[src/rtl/tile_router_pe_arbiter.sv]
// Round-robin burst arbiter merging four PE output streams into one
// registered, source-tagged router-bound stream.
module tile_router_pe_arbiter #(
   parameter int unsigned DATA_WIDTH = 64,
   parameter int unsigned BURST_LEN  = 8,
   parameter int unsigned CNT_WIDTH  = 8
) (
   input  logic                  clk,
   input  logic                  rst,
   input  logic [DATA_WIDTH-1:0] pe0_datain,
   input  logic                  pe0_datain_valid,
   output logic                  pe0_datain_accept,
   input  logic [DATA_WIDTH-1:0] pe1_datain,
   input  logic                  pe1_datain_valid,
   output logic                  pe1_datain_accept,
   input  logic [DATA_WIDTH-1:0] pe2_datain,
   input  logic                  pe2_datain_valid,
   output logic                  pe2_datain_accept,
   input  logic [DATA_WIDTH-1:0] pe3_datain,
   input  logic                  pe3_datain_valid,
   output logic                  pe3_datain_accept,
   output logic [DATA_WIDTH-1:0] router_dataout,
   output logic [1:0]            router_dataout_src,
   output logic                  router_dataout_valid,
   input  logic                  router_dataout_accept
);

   localparam int unsigned NUM_PE    = 4;
   localparam int unsigned IDX_WIDTH = 2;

   typedef enum logic [0:0] {
      IDLE  = 1'b0,
      BURST = 1'b1
   } state_t;

   state_t                 state, state_n;
   logic [IDX_WIDTH-1:0]   rr_ptr, rr_ptr_n;
   logic [IDX_WIDTH-1:0]   grant_idx, grant_idx_n;
   logic [CNT_WIDTH-1:0]   beat_cnt, beat_cnt_n;
   logic [NUM_PE-1:0]      req;
   logic [NUM_PE-1:0]      accept_vec;
   logic [DATA_WIDTH-1:0]  sel_data;
   logic                   out_ready;
   logic                   grant_valid;
   logic                   xfer;
   logic                   burst_end;
   logic                   found;
   logic [IDX_WIDTH-1:0]   scan_idx;

   assign req         = {pe3_datain_valid, pe2_datain_valid, pe1_datain_valid, pe0_datain_valid};
   assign out_ready   = ~router_dataout_valid | router_dataout_accept;
   assign grant_valid = req[grant_idx];
   // Reset gates the handshake so no PE beat is consumed while rst is high.
   assign xfer        = (state == BURST) & grant_valid & out_ready & ~rst;
   assign accept_vec  = xfer ? (NUM_PE'(1) << grant_idx) : '0;

   assign pe0_datain_accept = accept_vec[0];
   assign pe1_datain_accept = accept_vec[1];
   assign pe2_datain_accept = accept_vec[2];
   assign pe3_datain_accept = accept_vec[3];

   // Select the granted PE's beat for the output register.
   always_comb begin
      sel_data = pe0_datain;
      case (grant_idx)
         2'd0:    sel_data = pe0_datain;
         2'd1:    sel_data = pe1_datain;
         2'd2:    sel_data = pe2_datain;
         default: sel_data = pe3_datain;
      endcase
   end

   // Arbiter state, round-robin pointer, grant and beat counter registers.
   always_ff @(posedge clk) begin
      if (rst) begin
         state     <= IDLE;
         rr_ptr    <= '0;
         grant_idx <= '0;
         beat_cnt  <= '0;
      end else begin
         state     <= state_n;
         rr_ptr    <= rr_ptr_n;
         grant_idx <= grant_idx_n;
         beat_cnt  <= beat_cnt_n;
      end
   end

   // Next-state: round-robin scan in IDLE, burst length / truncation tracking in BURST.
   always_comb begin
      state_n     = state;
      rr_ptr_n    = rr_ptr;
      grant_idx_n = grant_idx;
      beat_cnt_n  = beat_cnt;
      burst_end   = 1'b0;
      found       = 1'b0;
      scan_idx    = rr_ptr;
      case (state)
         IDLE: begin
            for (int i = 0; i < int'(NUM_PE); i++) begin
               scan_idx = rr_ptr + IDX_WIDTH'(i);
               if (!found && req[scan_idx]) begin
                  found       = 1'b1;
                  grant_idx_n = scan_idx;
               end
            end
            if (found) begin
               state_n    = BURST;
               beat_cnt_n = '0;
            end
         end
         BURST: begin
            if (xfer) begin
               if (beat_cnt == CNT_WIDTH'(BURST_LEN - 1)) begin
                  burst_end = 1'b1;
               end else begin
                  beat_cnt_n = beat_cnt + CNT_WIDTH'(1);
               end
            end else if (!grant_valid && out_ready) begin
               burst_end = 1'b1;
            end
            if (burst_end) begin
               state_n  = IDLE;
               rr_ptr_n = grant_idx + IDX_WIDTH'(1);
            end
         end
         default: state_n = IDLE;
      endcase
   end

   // Single output register stage; holds while downstream stalls.
   always_ff @(posedge clk) begin
      if (rst) begin
         router_dataout       <= '0;
         router_dataout_src   <= '0;
         router_dataout_valid <= 1'b0;
      end else if (xfer) begin
         router_dataout       <= sel_data;
         router_dataout_src   <= grant_idx;
         router_dataout_valid <= 1'b1;
      end else if (router_dataout_accept) begin
         router_dataout_valid <= 1'b0;
      end
   end

endmodule

[config.mk]
export PLATFORM = sky130hd
export DESIGN_NAME = tile_router_pe_arbiter
export DESIGN_NICKNAME = d
export VERILOG_FILES = /design/src/rtl/tile_router_pe_arbiter.sv
export SDC_FILE = /design/constraint.sdc
export NUM_CORES = 1
export LEC_CHECK = 0
export ABC_AREA = 1
export BUFFER_PORTS_ARGS = -buffer_cell sky130_fd_sc_hd__buf_4
export CAP_MARGIN = 10
export CORE_AREA = 4 4 126 128
export DETAILED_ROUTE_END_ITERATION = 8
export DIE_AREA = 0 0 130 132
export PLACE_DENSITY = 0.72
export SYNTH_ARGS = -nofsm -noshare
export SYNTH_HDL_FRONTEND = slang
export SYNTH_SLANG_ARGS = --single-unit
[constraint.sdc]
create_clock -name clk -period 2.1 [get_ports clk]
set_input_delay 0.42 -clock clk [delete_from_list [all_inputs] [get_ports clk]]
set_output_delay 0.42 -clock clk [all_outputs]
set_load 0.01 [all_outputs]
==> summary.txt <==
H-tree depth - 3
Via count - 6,417
Pin count of the biggest net entering global routing - 83
Final ANT Viol Nets - 0
Register area share after synthesis - 32.4%
CTS tree - yes
Port bufs - 333
CTS Buf Count - 9
Mean Syn Cell Area - 6.18 µm²
Yosys reg bits - 80
Min-delay src - router_dataout_accept
Complex-gate fraction of the synthesized area - 22.6%
Tmin final - 2.00 ns
Top-Level Pins - 334
Slew @ Worst Pin - 0.416 ns
Critical path launch point type - flip-flop
Die H - 132 µm
Worst setup EP type - output port
Synthesis Warnings - 0
Post-route insts no fill - 1,294
MaxCap Viol Count - 0
Die Wd - 130 µm
Post-CTS Hold Buffers - 0
Row count - 45
Core area - 14,900 µm²
Fin crit share - 95.3%
Cells after Synth - 800
Status - completed
Dpl hpwl - 15.3 mm
DP Cell Count - 1,278
Final hold vios - 0
Max-slew violation count - 0
Mux contribution to synthesized area - 0%
Overflow after GRT - 0
Final setup fails - 0
Drt total wl - 19.8 mm
Largest family of logic cells by synthesized area - simple AND/OR/NAND/NOR gates
Root Buffer - clkbuf_16
Initial antenna violation count - 1
Synth cell types - 33
Worst setup path class - flip-flop to output port
Hold Path Class - primary input to flip-flop
Skew final - 0.00635 ns
Worst Path Required - 1.68 ns
Nets - 1,370
Post-synthesis xor/xnor area fraction - 0.708%
Drt drc - 0
Proportion of layout cells with a drive suffix above 1 - 35.4%
Max rail drop VDD - 754 µV
Die area - 17,200 µm²
Adder-Cell Fraction of Synth Area - 1.52%
CP arrival - 1.58 ns
Worst-path clk slew - 0.05 ns
Gr usage total - 21.8%
Number of global-route vias before repair - 5,995
Max frequency - 500 MHz
Pwr dens - 1130 nW/µm²
Relative slew slack - 72.3%
Initial DRC count - 352
Total clock sinks - 80
ANT cells - 0
Vias/cell - 4.96
Critical R2R Launch - beat_cnt[0]$_SDFFE_PP0P_
Worst Path Max Fanout - 11
WL per Instance - 15.3 µm
Latest clock arrival within the worst-skew pair - 0.33 ns
Gpl congestion - 0.836
Final Power - 8.90 mW
Post-CTS setup buffer count - 0
Layout fillers - 1,486
Starting Density - 33.3%
Pleak - 3.74 nW
First-pass GRT wire length - 30.1 mm
Drt pass-1 iters - 5
Synth Area in Simple Gates - 36.0%
Mapped Area - 4950 µm²
Synthesized net count - 1,069
Maximum clock path buffer count - 2
Critical Path Start - grant_idx[0]$_SDFFE_PP0P_
Post-Route Setup TNS - 0 ns
Area growth from synthesis to layout - 59.9%
## flip-flops by register name, summed over array words and instances (netlist names)
| name | flops |
|---|---|
| router_dataout | 64 |
| rr_ptr | 2 |
| state | 1 |
| beat_cnt | 8 |
| router_dataout_src | 2 |
| grant_idx | 2 |
| router_dataout_valid | 1 |
## synth_stat cells
master,count,area [µm²]
inv_4,1,6.26
o21ai_0,116,581
nor2_8,2,40.0
o21ai_4,1,16.3
o22ai_1,1,6.26
buf_1,15,56.3
o211ai_1,1,7.51
o21ai_2,2,17.5
dfxtp_1,80,1600
nor4_4,1,21.3
o21bai_1,1,7.51
nand2_1,239,897
nand3b_4,1,20.0
ha_1,6,75.1
inv_1,12,45.0
nor3b_1,1,7.51
a21oi_2,2,17.5
xnor2_1,1,8.76
o21ai_1,19,95.1
a21oi_1,74,370
nand3_1,83,415
buf_2,15,75.1
xor2_1,3,26.3
nand4_1,1,6.26
inv_2,6,22.5
buf_6,1,11.3
nand2_4,3,33.8
nor3_4,1,16.3
clkbuf_1,23,86.3
buf_4,4,30.0
nor2_1,79,297
nand2_2,4,25.0
clkinv_1,1,3.75
## placed cells by master (no fill, tap or decap), drive strengths merged
master,Yosys,routed
nor4,1,1
nand4,1,1
xor2,3,3
clkinv,1,2
nand3b,1,1
nor2,81,81
o211ai,1,1
o21ai,138,138
nand2,246,246
xnor2,1,1
clkbuf,23,14
dfxtp,80,80
nand3,83,83
nor3b,1,1
nor3,1,1
buf,35,348
inv,19,19
o21bai,1,1
o22ai,1,1
a21oi,76,76
bufinv,0,1
ha,6,6
## worst paths after layout
check	endpoint	slack, ns	cells past startpoint
worst min-delay path	router_dataout_valid$_SDFFE_PP0P_	0.44	4
worst min register to register	router_dataout[37]$_SDFFE_PP0P_	0.50	2
worst max register to register	rr_ptr[1]$_SDFFE_PP0P_	0.30	8
worst max-delay path	pe3_datain_accept	0.1	6
## through the flow
stage / hold slack, ns / util (%) / setup WS [ns] / cell area [µm²]
2_1_floorplan: 0.454 / - / 0.396 / 4950
3_3_place_gp: 0.472 / 51.2 / 0.252 / 7610
3_5_place_dp: 0.480 / 51.2 / 0.208 / 7610
4_1_cts: 0.413 / 53.2 / 0.0484 / 7900
5_1_grt: 0.445 / 53.2 / -0.0114 / 7910
6_report: 0.439 / 53.2 / 0.0989 / 7910
## power by group
group / leakage (nW) / internal (mW) / total, mW / switching (mW)
Combinational: 2.95 / 2.14 / 5.31 / 3.17
Sequential: 0.652 / 1.84 / 2.05 / 0.207
Clock: 0.141 / 0.957 / 1.54 / 0.582
## layout make-up
| cell class | count | area [µm²] | share of cell area (%) |
|---|---|---|---|
| Multi-Input combinational cell | 642 | 3020 | 38.2 |
| Clock inverter | 2 | 38.8 | 0.490 |
| Timing Repair Buffer | 348 | 2680 | 33.8 |
| Inverter | 20 | 78.8 | 0.997 |
| Tap cell | 188 | 235 | 2.97 |
| Sequential cell | 80 | 1600 | 20.3 |
| Clock buffer | 14 | 254 | 3.21 |
## worst max-delay path, cell delays in order (launching register included)
cell and delay, ns:
dfxtp_2 0.37, inv_2 0.13, nor2_1 0.07, o21ai_2 0.23
nand2_4 0.16, nor2_1 0.15, buf_4 0.14
## per-layer routing
layer | global-route usage, % | vias to the layer above | routed length (µm)
li1 | - | 3253 | -
met4 | 9.76 | 2 | 762
met2 | 36.9 | 253 | 9370
met3 | 4.82 | 47 | 1830
met5 | 0 | - | 7
met1 | 26.1 | 2862 | 7800
## logic make-up (layout without fill, tap and decap cells)
family                     after synthesis  after routing
DFF                                     80             80
AOI/OAI and AO/OA                      217            217
and+or+nand+nor                        415            415
buffers and inverters                   78            384
adders and majority gates                6              6
xor gates and xnor gates                 4              4
## timing repair
action | CTS | global route
endpoints found under the setup margin | 4 | 4
resized for setup | 1 | 3
cloned | 0 | 0
(Power assumes the default switching activity.)
